**config.mk**
```make
export PLATFORM = sky130hd
export DESIGN_NAME = stopwatch_ctrl
export DESIGN_NICKNAME = d
export VERILOG_FILES = /design/src/rtl/stopwatch_ctrl.sv
export SDC_FILE = /design/constraint.sdc
export NUM_CORES = 1
export LEC_CHECK = 0
export BUFFER_PORTS_ARGS = -buffer_cell sky130_fd_sc_hd__buf_2
export CAP_MARGIN = 10
export CELL_PAD_IN_SITES_DETAIL_PLACEMENT = 1
export CELL_PAD_IN_SITES_GLOBAL_PLACEMENT = 1
export CORE_MARGIN = 8
export CORE_UTILIZATION = 39
export CTS_CLUSTER_SIZE = 14
export DETAILED_ROUTE_END_ITERATION = 12
export PLACE_DENSITY_LB_ADDON = 0.1
export SLEW_MARGIN = 5
export SYNTH_ARGS = -nofsm -noshare
export SYNTH_HDL_FRONTEND = slang
export SYNTH_SLANG_ARGS = --single-unit
```
**constraint.sdc**
```tcl
create_clock -name clk -period 2.3 [get_ports clk]
set_clock_uncertainty 0.1 [all_clocks]
set_input_delay 0.115 -clock clk [delete_from_list [all_inputs] [get_ports clk]]
set_output_delay 0.115 -clock clk [all_outputs]
set_load 0.1 [all_outputs]
```
**src/rtl/stopwatch_ctrl.sv**
```systemverilog
// Stopwatch run/pause/clear sequencer with centisecond prescaler, cascaded BCD
// mm:ss.cc time counter and a lap-hold display freeze.
//
// state   | meaning
// IDLE    | time at zero, stopped, waiting for start
// RUN     | prescaler counting, time advancing on each tick
// PAUSED  | time and prescaler frozen; resume or clear
module stopwatch_ctrl #(
    parameter int TICK_DIV = 1000000,
    parameter int PRE_W    = 20
) (
    input  logic        clk,
    input  logic        rst,
    input  logic        btn_start_stop,
    input  logic        btn_lap,
    input  logic        btn_clear,
    output logic [23:0] time_bcd,
    output logic [23:0] disp_bcd,
    output logic        running,
    output logic        lap_hold,
    output logic        tick,
    output logic        wrapped
);

    typedef enum logic [1:0] {ST_IDLE, ST_RUN, ST_PAUSED} state_t;

    localparam logic [PRE_W-1:0] PRE_LAST = PRE_W'(TICK_DIV - 1);

    state_t           state;
    logic [PRE_W-1:0] pre;
    logic [23:0]      time_q;
    logic [23:0]      lap_q;

    logic        ss_pls;
    logic        lap_pls;
    logic        advance;
    logic        tc;
    logic [23:0] time_inc;
    logic        wrap;
    logic [3:0]  dig;
    logic [3:0]  lim;
    logic [23:0] time_nxt;
    logic [23:0] lap_nxt;
    logic        lap_hold_nxt;

    // Any pulse of higher priority in the same cycle masks the lower ones;
    // a clear or start_stop in RUN also holds the prescaler for that cycle.
    assign ss_pls  = btn_start_stop & ~btn_clear;
    assign lap_pls = btn_lap & ~btn_start_stop & ~btn_clear;
    assign advance = (state == ST_RUN) && !btn_clear && !btn_start_stop;
    assign tc      = advance && (pre == PRE_LAST);
    assign time_bcd = time_q;

    // Ripple-carry BCD increment; sec and min tens roll over at 5.
    always_comb begin
        time_inc = time_q;
        wrap     = 1'b1;
        dig      = 4'd0;
        lim      = 4'd9;
        for (int i = 0; i < 6; i++) begin
            dig = time_q[i*4 +: 4];
            lim = (i == 3 || i == 5) ? 4'd5 : 4'd9;
            if (wrap) begin
                if (dig >= lim) begin
                    time_inc[i*4 +: 4] = 4'd0;
                end else begin
                    time_inc[i*4 +: 4] = dig + 4'd1;
                    wrap               = 1'b0;
                end
            end
        end
    end

    always_comb begin
        time_nxt     = time_q;
        lap_nxt      = lap_q;
        lap_hold_nxt = lap_hold;
        case (state)
            ST_RUN: begin
                if (lap_pls) begin
                    lap_hold_nxt = !lap_hold;
                    if (!lap_hold) lap_nxt = time_q;
                end
                if (tc) time_nxt = time_inc;
            end
            ST_PAUSED: begin
                if (btn_clear) begin
                    time_nxt     = '0;
                    lap_hold_nxt = 1'b0;
                end else if (lap_pls) begin
                    lap_hold_nxt = 1'b0;
                end
            end
            default: ;
        endcase
    end

    always_ff @(posedge clk) begin
        if (rst) begin
            state    <= ST_IDLE;
            pre      <= '0;
            time_q   <= '0;
            lap_q    <= '0;
            disp_bcd <= '0;
            running  <= 1'b0;
            lap_hold <= 1'b0;
            tick     <= 1'b0;
            wrapped  <= 1'b0;
        end else begin
            time_q   <= time_nxt;
            lap_q    <= lap_nxt;
            lap_hold <= lap_hold_nxt;
            disp_bcd <= lap_hold_nxt ? lap_nxt : time_nxt;
            tick     <= tc;
            if (tc && wrap) wrapped <= 1'b1;
            case (state)
                ST_IDLE: begin
                    if (ss_pls) begin
                        state   <= ST_RUN;
                        running <= 1'b1;
                        pre     <= '0;
                    end
                end
                ST_RUN: begin
                    if (ss_pls) begin
                        state   <= ST_PAUSED;
                        running <= 1'b0;
                    end else if (advance) begin
                        pre <= tc ? '0 : pre + 1'b1;
                    end
                end
                ST_PAUSED: begin
                    if (btn_clear) begin
                        state   <= ST_IDLE;
                        pre     <= '0;
                        wrapped <= 1'b0;
                    end else if (btn_start_stop) begin
                        state   <= ST_RUN;
                        running <= 1'b1;
                    end
                end
                default: begin
                    state   <= ST_IDLE;
                    running <= 1'b0;
                end
            endcase
        end
    end

endmodule

```
# Word-level counts from Yosys, hierarchy flattened
# Cells that the tools add are included.
# word_totals
regBits	98
inputBits	5
output_inout_bits	52
elab_cells	102
# classes
n_addsub	7
magnitude_cmp	6
eq_ne	11
mux	52
bitwise	5
reduce_logical	12
# op_table
cell	n
$mux 24	6
$mux 20	5
$pmux 20 s3	1
$pmux 24 s2	1
$mux 4	11
$add 4x1->4 const B	6
$mux 1	21
$add 20x1->20 const B	1
$eq 20x20->1 const B	1
$ge 4x4->1 const B	4
$ne 2x2->1 const B	7
$ge 4x3->1 const B	2
$mux 2	4
$pmux 2 s3	1
$reduce_and 5->1	1
$logic_and 1x1->1	4
$reduce_and 4->1	1
$and 1x1->1	3
$logic_not 1->1	3
$ne 3x3->1 const B	1
$pmux 1 s3	1
$reduce_and 3->1	1
$reduce_bool 3->1	1
$eq 2x1->1 const B	1
4 further kinds	5

# Longest topological paths before layout
# Gate-level depths: netlist of the first run.
# logic_depth
word_depth	11
ltp_mapped	10
mapped_depth_nobuf	9

# Least setup slack after synthesis of the first run
# OpenSTA, ideal clock, no wires.
# synth_timing
kind	reg2reg
startpoint	register time_q[8] (netlist: time_bcd[8])
endpoint	register disp_bcd[23]
setup_ns	0.096
arrival_ns	2.929
t_required_ns	2.104
path_slack_ns	-0.824
path_stages_with_launch	10
path_buffers	1
period_less_slack_ns	3.124
cell_sequence	dfxtp_1 inv_1 ha_1 inv_1 o31ai_1 or3_1 clkbuf_1 nor4_2 a41oi_1 a221oi_1
# synth_via
elab_chain_cells	9
# synth_rtl
element	line	source
start, declared	31	logic [23:0] time_q;
start signal, assigned	110	time_q <= time_nxt;
$ge 4x4->1	64	if (dig >= lim) begin
$mux 1	64	
$mux 1 (3 in series)	63	if (wrap) begin
$mux 4	63	
$mux 24	84	if (tc) time_nxt = time_inc;
$pmux 24 s2	78	case (state)
$mux 24	113	disp_bcd <= lap_hold_nxt ? lap_nxt : time_nxt;
end signal, assigned	113	
end, declared	18	output logic [23:0] disp_bcd,
# No other way between the ends.
# A chain may end at the register's enable or synchronous reset.

# Worst setup path after layout of the first run
# layout_timing
startpoint	register state[1]
endpoint	register disp_bcd[14]
# layout_via
elab_chain_cells	7
elab_cells_between_ends	10
classes_between	2 x eq/ne; 5 x mux; 3 x reduce/logical
# layout_rtl
element	line	source
start, declared	29	state_t state;
start signal, assigned	100	state <= ST_IDLE;
start signal, assigned	119	state <= ST_RUN;
start signal, assigned	126	state <= ST_PAUSED;
$eq 2x1->1	50, 78	
$logic_and 1x1->1 (2 in series)	50	assign advance = (state == ST_RUN) && !btn_clear && !btn_start_stop;
$logic_and 1x1->1	51	assign tc = advance && (pre == PRE_LAST);
$mux 24	84	
$pmux 24 s2	78	
$mux 24 *	113	
# Every way passes the cells marked *; elsewhere a longest branch is shown, timed or not.

==> results of run 1 <==
stage by stage:
stage	setup WS [ps]	power, W
after floorplan	-143	0.00242
after global placement	-24.8	0.00262
after detailed placement	-76.2	0.00263
after CTS	5.63	0.00426
after global routing	-58.9	0.00438
final	78.6	0.00422
Yosys cell counts, drive strengths merged, types with 2 or more instances:
cell | count | area, sq um
a21o | 3 | 22.5
clkbuf | 20 | 75.1
nand4 | 6 | 58.8
a221oi | 4 | 35.0
o22ai | 3 | 18.8
o21a | 3 | 22.5
and4 | 6 | 52.6
nand4b | 2 | 17.5
a211oi | 5 | 37.5
nor2b | 2 | 12.5
a31oi | 3 | 18.8
ha | 24 | 300
nand3 | 11 | 55.1
and2 | 8 | 50.1
dfxtp | 98 | 1960
xor2 | 4 | 35.0
nor3 | 14 | 70.1
and4bb | 2 | 28.8
o211ai | 3 | 22.5
or3b | 3 | 26.3
inv | 26 | 97.6
nor4 | 12 | 87.6
or4 | 4 | 33.8
a21oi | 52 | 260
o21ai | 17 | 85.1
nand2b | 9 | 56.3
o31ai | 4 | 30.0
a41oi | 2 | 17.5
xnor2 | 11 | 96.3
mux2i | 23 | 230
or3 | 4 | 25.0
a22oi | 4 | 30.0
buf | 3 | 15.0
and3 | 4 | 25.0
nor2 | 81 | 304
nand2 | 63 | 236
nor4b | 3 | 26.3
registers in the layout (all words and copies together) (netlist names):
name and count:
pre 20, wrapped 1, state 2, lap_hold 1, running 1, disp_bcd 24
time_bcd 24, lap_q 24, tick 1
kinds of logic after synthesis:
kind of cell | count (synthesis) | synth area share (%)
compound gates | 110 | 14.4
flops | 98 | 42.0
xor+xnor | 15 | 2.81
mux | 23 | 4.93
simple gates | 237 | 25.5
buf+inv | 49 | 4.02
fa+ha+maj | 24 | 6.43
layout by cell type (no fill, tap or decap), types with 11 or more instances in the layout:
cell / n
inv_1: 20
nand2_1: 63
o21ai_0: 12
dfxtp_2: 13
nor2_1: 81
xnor2_1: 11
dfxtp_4: 12
buf_2: 56
dfxtp_1: 73
buf_4: 45
mux2i_1: 23
a21oi_1: 45
ha_1: 20
final cells by class:
type,instances,share of cell area (%)
clock buffers,13,4.11
inverters,26,1.60
clock inverters,3,1.07
repair buffers,107,11.6
flip-flops and latches,98,33.2
multi-input cells,409,45.4
well taps,147,3.02
critical path: stages (launching register included):
cell	delay, ps
dfxtp_2	340
inv_2	90
ha_4	130
and3_4	210
nand4_4	100
or4_4	550
o211a_1	250
a311oi_2	220
a21oi_1	100
metal layers:
| layer | share of wire, % | up-vias | wire [um] | GRT usage, % |
|---|---|---|---|---|
| li1 | - | 2130 | - | - |
| met2 | 49 | 50 | 6800 | 30.8 |
| met3 | 2.8 | 15 | 390 | 3.53 |
| met1 | 47 | 2085 | 6580 | 21.5 |
| met5 | 0 | - | 0 | 0 |
| met4 | 1.7 | 0 | 242 | 7.38 |
what timing repair did:
| action | CTS | global route |
|---|---|---|
| buffers inserted | 4 | 3 |
| pin swaps | 4 | 11 |
| gates resized for setup | 9 | 44 |
| hold buffers | 2 | 0 |
| hold endpoints to repair | 6 | 0 |
| endpoints found under the setup margin | 17 | 51 |
report_power, final:
part           internal, W  leakage (nW)  total, W  switching [W]
logic             0.000187          1.68  0.000850       0.000662
registers          0.00174         0.809   0.00176      0.0000208
clock network     0.000982         0.154   0.00161       0.000626
total              0.00291          2.64   0.00422        0.00131
how the worst min path moves through the flow:
| stage | depth (start not counted) | start | slack (ps) | endpoint |
|---|---|---|---|---|
| 2_1_floorplan | 1 | btn_clear | 110 | wrapped$_SDFF_PP0_ |
| 3_3_place_gp | 2 | btn_clear | 290 | wrapped$_SDFF_PP0_ |
| 3_5_place_dp | 2 | btn_clear | 300 | wrapped$_SDFF_PP0_ |
| 4_1_cts | 3 | btn_start_stop | 140 | state[1]$_SDFFE_PP0P_ |
| 5_1_grt | 3 | btn_start_stop | 180 | state[1]$_SDFFE_PP0P_ |
| 6_report | 3 | btn_start_stop | 150 | state[1]$_SDFFE_PP0P_ |
==> run_results.csv, run 1 <==
group,metric,value,unit
clocking,clk_pin_slew,60,ps
sta,finalSetupTns,0,ps
placed_design,placed_cells,778,
clocking,cts_buffers,9,
status,status,"complete, no violations",
layout,diodes,0,
grt,grt_pass1_wl,22800,um
setup_path,critical_path_class,"register to register",
layout,nets,680,
clocking,cts_tree,"yes",
die,num_rows,40,
layout,multi_input_area,2760,sq um
clocking,clockBufferDepth,2,
setup_path,crit_path_end,"disp_bcd[14]$_SDFF_PP0_",
clocking,root_buffer,"clkbuf_16",
min_path,hold_class,"input pin to register",
synthesis,async_flop_share,0,%
placed_design,numPortBuffers,56,
synthesis,ys_ff_latch,98,
pwr,power.density,693,nW/um^2
sta,min_period,2220,ps
layout,regArea,2020,sq um
setup_path,cp_data_arrival_time,2350,ps
setup_path,critPathMaxFanout,3,
routing,vias,4280,
sta,worst_pin_slew,576,ps
routing,ant_nets,0,
synthesis,synth-edff-count,0,
grt,grt_pass1_vias,4458,
die,initial_utilization,39.4,%
setup_path,startpoint,"state[1]$_SDFFE_PP0P_",
clocking,clock_sinks,98,
synthesis,syn_inst,556,
grt,antenna_found_initial,0,
pwr,peakVddDrop,0.000424,V
routing,detail_route.wl_per_cell,17.5,um
synthesis,ys_warn_count,0,
grt,grt_overflow,0,
layout,fillCellCount,1383,
routing,drt-initial-drc-count,197,
setup_path,endpoint_kind,"register",
routing,viasPerCell,5.33,
setup_path,required,2430,ps
clocking,clock_latency,350,ps
placed_design,place_congestion,0.830,
pwr,p_leak,2.64,nW
layout,areaGrowthSynthToFinish,30.4,%
placed_design,placed_cell_area,5470,sq um
sta,hold_violations,0,
synthesis,synth_top_flop_cell,"dfxtp_1",
die,ioPinCount,57,
setup_path,r2r_cells,8,
setup_path,worstSetupStartpointType,"register",
synthesis,avgSynthCellArea,8.40,sq um
setup_path,r2r_end,"disp_bcd[14]$_SDFF_PP0_",
placed_design,place_hpwl,10300,um
layout,fin_area,6090,sq um
layout,utilization,51.4,%
sta,fin_crit_sh,96.6,%
sta,whs,154,ps
die,die_area,15700,sq um
routing,drt-total-wl,14000,um
setup_path,r2r-start,"state[1]$_SDFFE_PP0P_",
die,core-area,11900,sq um
layout,drive_gt1_share,30.3,%
sta,finalSetupViolations,0,
clocking,htreeDepth,3,
synthesis,syn-num-nets,585,
sta,max_freq,0.450,GHz
routing,drt-pass1-iter-count,4,
synthesis,synth.cell_area,4670,sq um
sta,relSlewSlack,61.6,%
die,die_h,125,um
grt,gr-usage-all-layers,18.0,%
flow_run,drv_cap,0,
layout,finalNonFillerCells,803,
die,dieWidth,125,um
synthesis,ys_types,53,
routing,route.detailed.drc,0,
synthesis,yosysSeqAreaShare,42.0,%
setup_path,regToRegSetupSlack,80,ps
grt,grt_start_max_net_pins,53,
sta,drv_slew,0,
No activity file was read; power rests on OpenSTA's default activity.
==> run 2, diff against run 1 <==
--- a/config.mk
+++ b/config.mk
@@ -9,9 +9,8 @@
 export CAP_MARGIN = 10
 export CELL_PAD_IN_SITES_DETAIL_PLACEMENT = 1
 export CELL_PAD_IN_SITES_GLOBAL_PLACEMENT = 1
-export CORE_MARGIN = 8
 export CORE_UTILIZATION = 39
-export CTS_CLUSTER_SIZE = 14
+export CTS_CLUSTER_SIZE = 16
 export DETAILED_ROUTE_END_ITERATION = 12
 export PLACE_DENSITY_LB_ADDON = 0.1
 export SLEW_MARGIN = 5
==> run 2 against run 1 <==
Against the previous run: the run now ends with design-rule violations left; core utilization rose by 1.5 points; largest cell class unchanged; highest routed layer unchanged; critical path type unchanged; worst setup slack got worse by 48 ps; non-clock buffer count grew 6.
==> run_results.csv, run 2 (same netlist as run 1, synthesis figures left out) <==
group,metric,value,unit
status,status,"finished with violations",
status,violations,"design-rule violations",
flow_run,drv_cap,0,
clocking,clock_latency,360,ps
placed_design,place_hpwl,9610,um
setup_path,critPathMaxFanout,6,
die,die_h,111,um
placed_design,placed_cell_area,5470,sq um
setup_path,endpoint_kind,"register",
routing,drt-initial-drc-count,200,
placed_design,placed_cells,774,
setup_path,crit_slowest_cell,"o31ai_2",
die,core-area,11600,sq um
sta,finalSetupViolations,0,
sta,finalSetupTns,0,ps
sta,min_period,2270,ps
sta,relSlewSlack,67.1,%
clocking,clockBufferDepth,2,
layout,multi_input_area,2730,sq um
pwr,power.density,684,nW/um^2
grt,antenna_found_initial,0,
min_path,hold-path-cell-count,2,
sta,rsz0062_at_grt,"true",
clocking,cts_buffers,9,
setup_path,cp_data_arrival_time,2410,ps
sta,worst_pin_slew,491,ps
die,dieWidth,111,um
grt,grt_overflow,0,
sta,hold_violations,0,
die,initial_utilization,40.4,%
routing,drt-pass1-iter-count,8,
clocking,cts_tree,"yes",
min_path,hold_class,"input pin to register",
sta,max_freq,0.441,GHz
die,die_area,12400,sq um
layout,fillCellCount,1383,
clocking,root_buffer,"clkbuf_16",
layout,drive_gt1_share,31.0,%
clocking,clk_pin_slew,80,ps
routing,viasPerCell,5.41,
setup_path,crit_path_cell_trace,"buf_4 -> ha_1 -> o31ai_2 -> or3_1 -> nor4_1 -> a211oi_1 -> a21oi_1",
placed_design,place_congestion,0.799,
routing,route.detailed.drc,3,
layout,fin_area,6120,sq um
setup_path,slowest_delay,430,ps
clocking,htreeDepth,3,
placed_design,numPortBuffers,56,
grt,grt_pass1_wl,22100,um
setup_path,critical_path_class,"register to register",
layout,diodes,0,
die,ioPinCount,57,
setup_path,worstSetupStartpointType,"register",
setup_path,cpLargestDelayFamily,"compound AO/OA/AOI/OAI gates",
grt,gr-usage-all-layers,22.3,%
setup_path,r2r_cells,7,
pwr,p_leak,2.66,nW
sta,fin_crit_sh,98.7,%
grt,grt_start_max_net_pins,39,
layout,regArea,2020,sq um
layout,finalNonFillerCells,805,
routing,ant_nets,0,
placed_design,dp_slack,-98.2,ps
layout,final_cell_mix,"81 x nor2_1, 73 x dfxtp_1, 63 x nand2_1",
setup_path,worst-path-stages,7,
grt,grt_pass1_vias,4422,
layout,mostFrequentLayoutCell,"nor2_1",
setup_path,required,2440,ps
routing,detail_route.wl_per_cell,17.4,um
layout,areaGrowthSynthToFinish,30.9,%
setup_path,critPathBufInv,1,
die,num_rows,39,
sta,drv_slew,0,
pwr,peakVddDrop,0.000463,V
layout,nets,686,
routing,drt-total-wl,14000,um
routing,vias,4352,
sta,worst_slack,30.1,ps
clocking,clock_sinks,98,
layout,utilization,52.9,%
==> run 2: final cells by class <==
cell class	count	share of cell area, %
flip-flops and latches	98	33.0
clock buffers	10	3.91
well taps	143	2.92
multi-input cells	409	44.7
clock inverters	6	0.880
inverters	26	1.64
repair buffers	113	12.9
==> run 2: repair_timing <==
action / CTS / global route
pin swaps: 1 / 23
hold buffers: 1 / 0
resized for setup: 3 / 48
endpoints found under the hold margin: 1 / 0
setup endpoints to repair: 9 / 54
cloned: 0 / 2
buffers inserted: 0 / 12
==> run 2: stage by stage <==
stage	power (W)	hold WS, ps
after CTS	0.00414	84.4
after detailed placement	0.00263	293
final	0.00419	89.9
after global routing	0.00433	111
after global placement	0.00261	291
after floorplan	0.00242	114
==> run 2: final timing paths <==
kind                            slack, ps              startpoint                 endpoint
worst min register to register        360    running$_SDFFE_PP0P_     running$_SDFFE_PP0P_
worst min-delay path                   90                     rst   time_bcd[2]$_SDFF_PP0_
worst max-delay path                   30  time_bcd[8]$_SDFF_PP0_  disp_bcd[18]$_SDFF_PP0_
worst max register to register         30  time_bcd[8]$_SDFF_PP0_  disp_bcd[18]$_SDFF_PP0_
==> run 2: power breakdown <==
part	switching [W]	internal (W)	leakage, nW	total (W)
clock	0.000739	0.000788	0.142	0.00153
sequential	0.0000198	0.00174	0.808	0.00176
combinational	0.000682	0.000218	1.71	0.000900
total	0.00144	0.00275	2.66	0.00419
==> run 2: routing by layer <==
layer  up-vias  global-route usage (%)  share of wire, %
met5         -                       0                 0
met4         0                    6.31               1.1
met3        12                    5.28               3.5
met2        73                    39.0                49
met1      2133                    27.3                46
li1       2134                       -                 -
